## src/rtl/count_sched.sv

```systemverilog
// ---------------------------------------------------------------------------
// count_sched -- two-requester round-robin scheduler for one shared counter.
//
// The winning requester owns an N-bit counter that runs from 0 up to the
// terminal count latched from its len input at grant time. It then finishes
// with a one-cycle done pulse followed by a one-cycle DONE state. If the owner
// drops req early, it gets a one-cycle abort pulse instead.
//
// Ports
//   CLK      in   clock, rising edge
//   RST      in   synchronous active-high reset
//   req[1:0] in   per-requester request, held until done/abort
//   len0/1   in   N-bit terminal count, sampled only at grant
//   pause    in   optional, only when COUNT_SCHED_PAUSE_EN is defined;
//                 freezes the count in RUN
//   gnt[1:0] out  one-hot owner, or zero
//   Q        out  shared counter value
//   busy     out  high in RUN and DONE
//   done     out  one-cycle completion pulse
//   done_id  out  finished requester index while done=1, else 0
//   abort    out  one-cycle pulse when the owner drops req mid-count
//
// Configuration macro: COUNT_SCHED_PAUSE_EN (adds the pause input).
// All outputs come straight from registers.
// ---------------------------------------------------------------------------
module count_sched #(
   parameter int N = 4
) (
   input  logic         CLK,
   input  logic         RST,
   input  logic [1:0]   req,
   input  logic [N-1:0] len0,
   input  logic [N-1:0] len1,
`ifdef COUNT_SCHED_PAUSE_EN
   input  logic         pause,
`endif
   output logic [1:0]   gnt,
   output logic [N-1:0] Q,
   output logic         busy,
   output logic         done,
   output logic         done_id,
   output logic         abort
);

   typedef enum logic [1:0] {S_IDLE, S_RUN, S_DONE} state_t;

   state_t       state_q, state_d;
   logic [1:0]   gnt_q, gnt_d;
   logic [N-1:0] cnt_q, cnt_d;
   logic [N-1:0] term_q, term_d;
   logic         busy_q, busy_d;
   logic         done_q, done_d;
   logic         done_id_q, done_id_d;
   logic         abort_q, abort_d;
   logic         last_q, last_d;   // index of the requester served last

   logic         pause_w;
   logic         win;              // arbitration winner index
   logic         own;              // current owner index (valid in RUN)

`ifdef COUNT_SCHED_PAUSE_EN
   assign pause_w = pause;
`else
   assign pause_w = 1'b0;
`endif

   // On a tie, the requester that was not served last wins.
   // Otherwise the only active requester wins.
   assign win = (req == 2'b11) ? ~last_q : req[1];
   assign own = gnt_q[1];

   always_comb begin
      state_d   = state_q;
      gnt_d     = gnt_q;
      cnt_d     = cnt_q;
      term_d    = term_q;
      busy_d    = busy_q;
      last_d    = last_q;
      done_d    = 1'b0;
      done_id_d = 1'b0;
      abort_d   = 1'b0;
      case (state_q)
         S_IDLE: begin
            if (req != 2'b00) begin
               state_d = S_RUN;
               gnt_d   = win ? 2'b10 : 2'b01;
               cnt_d   = '0;
               term_d  = win ? len1 : len0;
               busy_d  = 1'b1;
            end
         end
         S_RUN: begin
            // An owner drop takes precedence over both pause and completion.
            if (!req[own]) begin
               state_d = S_IDLE;
               gnt_d   = 2'b00;
               cnt_d   = '0;
               busy_d  = 1'b0;
               abort_d = 1'b1;
               last_d  = own;
            end else if (pause_w) begin
               state_d = S_RUN;
            end else if (cnt_q == term_q) begin
               // Q keeps the terminal value through DONE.
               state_d   = S_DONE;
               gnt_d     = 2'b00;
               done_d    = 1'b1;
               done_id_d = own;
            end else begin
               cnt_d = cnt_q + 1'b1;
            end
         end
         S_DONE: begin
            // Requests are deliberately not sampled here, so the next
            // grant comes no earlier than the following IDLE cycle.
            state_d = S_IDLE;
            busy_d  = 1'b0;
            last_d  = done_id_q;
         end
         default: begin
            state_d = S_IDLE;
            gnt_d   = 2'b00;
            busy_d  = 1'b0;
         end
      endcase
   end

   always_ff @(posedge CLK) begin
      if (RST) begin
         state_q   <= S_IDLE;
         gnt_q     <= 2'b00;
         cnt_q     <= '0;
         term_q    <= '0;
         busy_q    <= 1'b0;
         done_q    <= 1'b0;
         done_id_q <= 1'b0;
         abort_q   <= 1'b0;
         last_q    <= 1'b1;
      end else begin
         state_q   <= state_d;
         gnt_q     <= gnt_d;
         cnt_q     <= cnt_d;
         term_q    <= term_d;
         busy_q    <= busy_d;
         done_q    <= done_d;
         done_id_q <= done_id_d;
         abort_q   <= abort_d;
         last_q    <= last_d;
      end
   end

   assign gnt     = gnt_q;
   assign Q       = cnt_q;
   assign busy    = busy_q;
   assign done    = done_q;
   assign done_id = done_id_q;
   assign abort   = abort_q;

endmodule

```

## config.mk

```make
export PLATFORM = sky130hd
export DESIGN_NAME = count_sched
export DESIGN_NICKNAME = d
export VERILOG_FILES = /design/src/rtl/count_sched.sv
export SDC_FILE = /design/constraint.sdc
export NUM_CORES = 1
export LEC_CHECK = 0
export CAP_MARGIN = 10
export CORE_MARGIN = 3
export CORE_UTILIZATION = 30
export DETAILED_ROUTE_END_ITERATION = 10
export GPL_ROUTABILITY_DRIVEN = 0
export HOLD_SLACK_MARGIN = 0.12
export SLEW_MARGIN = 20
export SYNTH_ARGS = -nofsm -noshare
export SYNTH_HDL_FRONTEND = slang
export SYNTH_SLANG_ARGS = --single-unit
```

## constraint.sdc

```tcl
create_clock -name CLK -period 1.35 [get_ports CLK]
set_input_delay 0.27 -clock CLK [delete_from_list [all_inputs] [get_ports CLK]]
set_output_delay 0.27 -clock CLK [all_outputs]
set_load 0.02 [all_outputs]
```

======== After elaboration in Yosys (flattened, before gate mapping) ========
Index checks and enable logic that the tools add are counted.
cells by class
  multiplexer cells ....................... 24
  bitwise operators ....................... 5
  order comparisons ....................... 1
  add/subtract/negate cells ............... 1
  equal/unequal tests ..................... 8
  reductions and logical operators ........ 13
operator list
  cell                   count
  $mux W4                4
  $mux W2                7
  $mux W1                8
  $pmux W4 S2            1
  $reduce_and A2 Y1      4
  $ne A3 B3 Y1 const B   2
  $pmux W2 S3            1
  $reduce_and A3 Y1      2
  $reduce_bool A2 Y1     3
  $not A1 Y1             5
  $add A4 B1 Y4 const B  1
  $eq A2 B2 Y1 const B   2
  $eq A4 B4 Y1           1
  $ne A2 B2 Y1 const B   2
  $pmux W1 S2            2
  $pmux W2 S2            1
  $reduce_or A4 Y1       1
  $reduce_or A3 Y1       1
  $eq A2 B1 Y1 const B   1
  $logic_not A2 Y1       1
  $lt A1 B2 Y1 const B   1
  $reduce_or A2 Y1       1
storage, ports and cells
  logic and storage cells ................. 61
  bits in registers ....................... 17
  output and inout bits ................... 10
  input bits .............................. 12

======== Longest topological paths before layout ========
  word-level depth ........................ 5
  mapped depth ............................ 5
  mapped depth without buffers ............ 4

======== Worst setup path after synthesis ========
Ideal clock, no wire load.
  path type ............................... reg-to-reg
  from .................................... register gnt_q[1], in the netlist gnt[1]
  to ...................................... register cnt_q[3], in the netlist Q[3]
  buffers on the path ..................... 0
  stages on the path, launching flop included .. 5
  slack ................................... -0.269 ns
  arrival ................................. 1.544 ns
  period minus slack after synthesis ...... 1.619 ns
  setup time .............................. 0.074 ns
  data required time ...................... 1.276 ns
  path through ............................ dfxtp_1 > mux2i_1 > nor3_4 > or4b_1 > a31oi_1
between the ends
  cells in the longest elaborated chain, start to end .. 4
  elaborated cells between the ends (all ways) .. 6
  those cells by class .................... eq/ne: 1; mux: 4; reduce/logical: 1
ends and longest elaborated chain
  item                                                        RTL line  text
  start, declared                                             48        logic [1:0] gnt_q, gnt_d;
  start signal, assigned                                      141       gnt_q <= gnt_d;
  $mux W1 (implied by the code) * (2 in series)               94        if (!req[own]) begin
  $ne A3 B3 Y1 (no line) or $mux W4 (tied branches)           --
  $reduce_and A3 Y1 (no line) or $pmux W4 S2 (tied branches)  --
  end signal, assigned                                        142       cnt_q <= cnt_d;
  end, declared                                               49        logic [N-1:0] cnt_q, cnt_d;
Mark *: on every way between the ends. The rest lies on a longest branch, timed or not. The select of a mux whose other input is x is not followed.
A chain may end at the register's enable or synchronous reset.

======== Worst setup path after layout ========
  from .................................... register cnt_q[3], in the netlist Q[3]
  to ...................................... register cnt_q[2], in the netlist Q[2]
between the ends
  cells in the longest elaborated chain, start to end .. 3
ends and longest elaborated chain
  item                         RTL line  text
  $eq A4 B4 Y1                 103       end else if (cnt_q == term_q) begin
  $ne A3 B3 Y1 (no line)       --
  $reduce_and A3 Y1 (no line)  --
No other way between the ends.

==> results.md <==
Pwr:
- Across the VDD grid, the largest voltage drop is 0.4908 mV.
- The power density of the placed cells is 916.8 nW/um^2.
- The total leakage power is 0.5742 nW.

Timing:
- The max-slew headroom at the worst pin is 72.63%.
- The maximum operating frequency is 681.1 MHz.
- The final period demand of the worst path is 1.468 ns.
- The final worst slack is -0.1182 ns.
- The count of final max-slew check failures is 0.
- For the pin with the worst max-slew slack, the measured transition is 0.4075 ns.
- After layout, the worst path uses 108.8% of the clock period.
- Setup violations remaining at the end of the flow were counted as 9.
- The clock arrives with between 0.005 and 0.006 ns of skew.
- The number of hold violations in the final report came to 0.
- Setup repair after global routing could not meet its margin everywhere.

Routing:
- Summed over all layers, the routed wires come to between 2000 and 2500 um.
- The post-route DRC violation count is 0.
- The average routed wire per standard cell is between 10 and 15 um.
- The number of search-and-repair iterations in the first detailed-routing pass is 4.
- After detailed routing, the number of vias per cell comes to 4.888.
- Once detail routing completed, the nets flagged for antenna violations numbered 0.
- The detailed router finished its first iteration with 13 violations.
- The via total after detailed routing is ~830.

GRT:
- The initial antenna violation count is 0.
- The global-route usage over all layers is 13.42%.
- The first global-routing pass estimated 3512 um of wire.
- The pin count of the biggest net entering global routing is 13.
- The number of global-route vias before repair was 801.
- After global routing the overflow that remains totals 0.

Clock tree:
- The number of hold buffers added after cts is 0.
- The insertion delay of the later-clocked pin in the worst-skew pair is 0.30 ns.
- In this run the clock root is driven by a clkbuf_4.
- The clock tree from TritonCTS is yes.
- The number of levels in the clock H-tree is 1.
- Counting the buffers created by CTS gives 3.
- Clock tree synthesis found a total of 17 sinks.
- The longest clock path from root to sink contains 2 buffers.
- The clock edge transition at the registers on the reported setup and hold paths is 0.10 ns.

Placed design:
- Timing analysis after detailed placement gives a worst setup slack of -0.4942 ns.
- Summing all placed instances gives a cell area of 1270 um^2.
- Port buffering added 21 buffers.
- The cell total after placement is roughly 160.
- The total half-perimeter wirelength after legalization and detailed placement is 1517 um.

Yosys:
- The sequential share of the synthesized area is roughly 41%.
- The flip-flop and latch count after synthesis is 17.
- In this run the cell area of the synthesized design comes to roughly 830 um^2.
- The net count of the mapped netlist is ~110.
- The count of different cell masters after synthesis is 29.
- Synthesis produced 93 cells.
- The average cell area after synthesis is a little under 9 um^2.
- The number of warnings reported in the yosys synthesis log is 0.

Status:
- The final reports fail on negative setup slack.
- The run finished, with violations left.

Floorplan:
- From bottom edge to top edge, the die measures 58.63 um.
- The die is 58.63 um wide.
- The effective utilization at floorplan is 32.65%.
- The area of the die is 3437 um^2.
- The total number of placement rows is 18.
- The area inside the core boundary is 2545 um^2.
- The count of boundary I/O pins is 22.

Setup path:
- The endpoint required time on the critical path is 1.58 ns.
- The critical path crosses 5 cells after its start point.
- The combined buffer and inverter count along the critical path is 1.
- The worst setup path is launched from a flop.
- Across all register-to-register paths, the minimum setup slack is -0.12 ns.
- The critical path's top delay family is simple AND/OR/NAND/NOR gates.
- In this run the critical register-to-register path is captured at Q[2].
- The data arrival at the endpoint of the critical path is 1.69 ns.
- The worst register-to-register path begins at Q[3].
- The timing startpoint of the critical path is Q[3].
- The critical path is of the reg2reg type.
- The worst reg2reg path depth is 5.
- For this run, the slowest stage of the critical path takes 0.46 ns.
- The capturing instance or port of the critical path is Q[2].
- The cell type of the slowest stage on the worst timing path is or4b_1.
- Along the worst path, the maximum fanout reaches 6.
- The type of destination of the critical path is a flop.
- The critical path goes through xor2_2 > nor4_4 > buf_12 > or4b_1 > a31oi_1.

Finish:
- After filler insertion, the fill cell instance count of the layout stands at 250.
- The share of cells above drive strength 1 is 35.97%.
- The layout overhead on the synthesized area is 63.86%.
- The summed area of non-filler cells in the final layout is between 1000 and 1500 um^2.
- The repair_antennas step left the layout with diodes totalling 0.
- For this run, the post-layout net count is 153.
- The post-layout instance count excluding filler cells is between 150 and 200.

Run:
- The max-cap violation count is 0.

Hold path:
- The startpoint of the lowest-slack hold path is req[1].
- In this run the worst hold path is classified as in2reg.
## through the flow
stage	TNS, ns	power, mW	hold WS [ns]	utilization (%)
3_3_place_gp	-4.448	0.9464	0.5033	49.90
5_1_grt	-1.643	1.326	0.5173	53.49
2_1_floorplan	-0.1982	0.7683	0.3560	-
4_1_cts	-0.7485	1.254	0.4993	53.74
3_5_place_dp	-4.791	0.9509	0.5135	49.90
6_report	-0.7196	1.248	0.5085	53.49
## timing repair
action,CTS,global route
buffers inserted,3,0
pin swaps,10,2
gates cloned,0,0
endpoints found under the setup margin,24,17
gates resized for setup,36,5
## worst min-delay path, delay by kind of cell
| family | cells | cell delay (ns) |
|---|---|---|
| buf+inv | 2 | 0.39 |
| simple gates | 2 | 0.10 |
## cell type report
class	instances	area [um^2]	area share, %
Multi-Input combinational cell	68	539.3	39.61
Timing Repair Buffer	45	380.4	27.94
Sequential cell	17	359.1	26.38
Tap cell	30	37.54	2.757
Clock buffer	4	26.28	1.930
Inverter	5	18.77	1.379
## per-layer routing
| layer | routed length, um | share of wire (%) | GRT usage [%] | vias up |
|---|---|---|---|---|
| met1 | 908 | 44 | 16.15 | 374 |
| met5 | 0 | 0 | 0 | - |
| met4 | 66 | 3.2 | 7.767 | 0 |
| li1 | - | - | - | 427 |
| met2 | 993 | 48 | 22.01 | 18 |
| met3 | 81 | 4.0 | 2.851 | 7 |
## synth_stat cells
master / n / area [um^2]
or4b_1: 2 / 20.02
dfxtp_1: 17 / 340.3
nand2_1: 6 / 22.52
nor2_1: 10 / 37.54
a21oi_1: 5 / 25.02
buf_2: 1 / 5.000
nor2b_1: 1 / 6.260
or2b_1: 2 / 15.01
o211ai_1: 3 / 22.52
a21boi_1: 1 / 7.510
nor3_4: 1 / 16.27
a211oi_1: 6 / 45.04
nand3_1: 3 / 15.01
a31oi_1: 2 / 12.51
o21ai_0: 2 / 10.01
o32ai_1: 1 / 8.760
ha_1: 1 / 12.51
mux2i_1: 6 / 60.06
nand4b_1: 1 / 8.760
xor2_1: 4 / 35.03
nor4_2: 1 / 12.51
and3_1: 1 / 6.260
and2_1: 1 / 6.260
clkbuf_1: 2 / 7.510
nor3_1: 2 / 10.01
a21o_1: 2 / 15.01
inv_1: 5 / 18.77
nand3b_1: 3 / 22.52
or3_1: 1 / 6.260
## where the power goes
part	internal, mW	total, mW	switching [mW]
clock	0.115	0.279	0.163
combinational	0.216	0.392	0.175
sequential	0.540	0.578	0.0375
total	0.872	1.25	0.376
## cells by family (layout without fill, tap and decap cells)
family	count (synthesis)	after routing	synth area share, %
AOI/OAI and AO/OA	22	22	17.62
xor gates and xnor gates	4	4	4.216
adders and majority gates	1	1	1.506
buffers and inverters	8	54	3.765
DFF	17	17	40.96
muxes	6	6	7.229
and+or+nand+nor	35	35	24.70
## how the worst min path moves through the flow
stage | end | slack [ns] | depth (start not counted)
floorplan | last_q | 0.36 | 1
global placement | busy | 0.50 | 2
detailed placement | term_q[2] | 0.51 | 2
CTS | done_id | 0.50 | 4
global route | done_id | 0.52 | 4
finish | done_id | 0.51 | 4
## layout by cell type, fill, tap and decap left out, types with 2 or more instances in the layout
cell,netlist,final
a211oi_1,6,6
a21o_1,2,2
a21oi_1,5,4
a31oi_1,2,2
buf_2,1,4
buf_4,0,22
clkbuf_4,0,3
clkdlybuf4s50_1,0,9
dfxtp_1,17,8
dfxtp_2,0,6
dfxtp_4,0,3
dlygate4sd2_1,0,6
inv_1,5,5
mux2i_1,6,5
nand2_1,6,6
nand3_1,3,3
nand3b_1,3,3
nor2_1,10,10
nor3_4,1,2
o211ai_1,3,3
o21ai_0,2,2
or2b_1,2,2
or4b_1,2,2
xor2_2,0,2
xor2_4,0,2
## flip-flops by register name, indices dropped and copies added, names as in the netlist
name	cells
Q	4
abort	1
busy	1
done	1
done_id	1
gnt	2
last_q	1
state_q	2
term_q	4
Power figures use the tool's default switching activity.
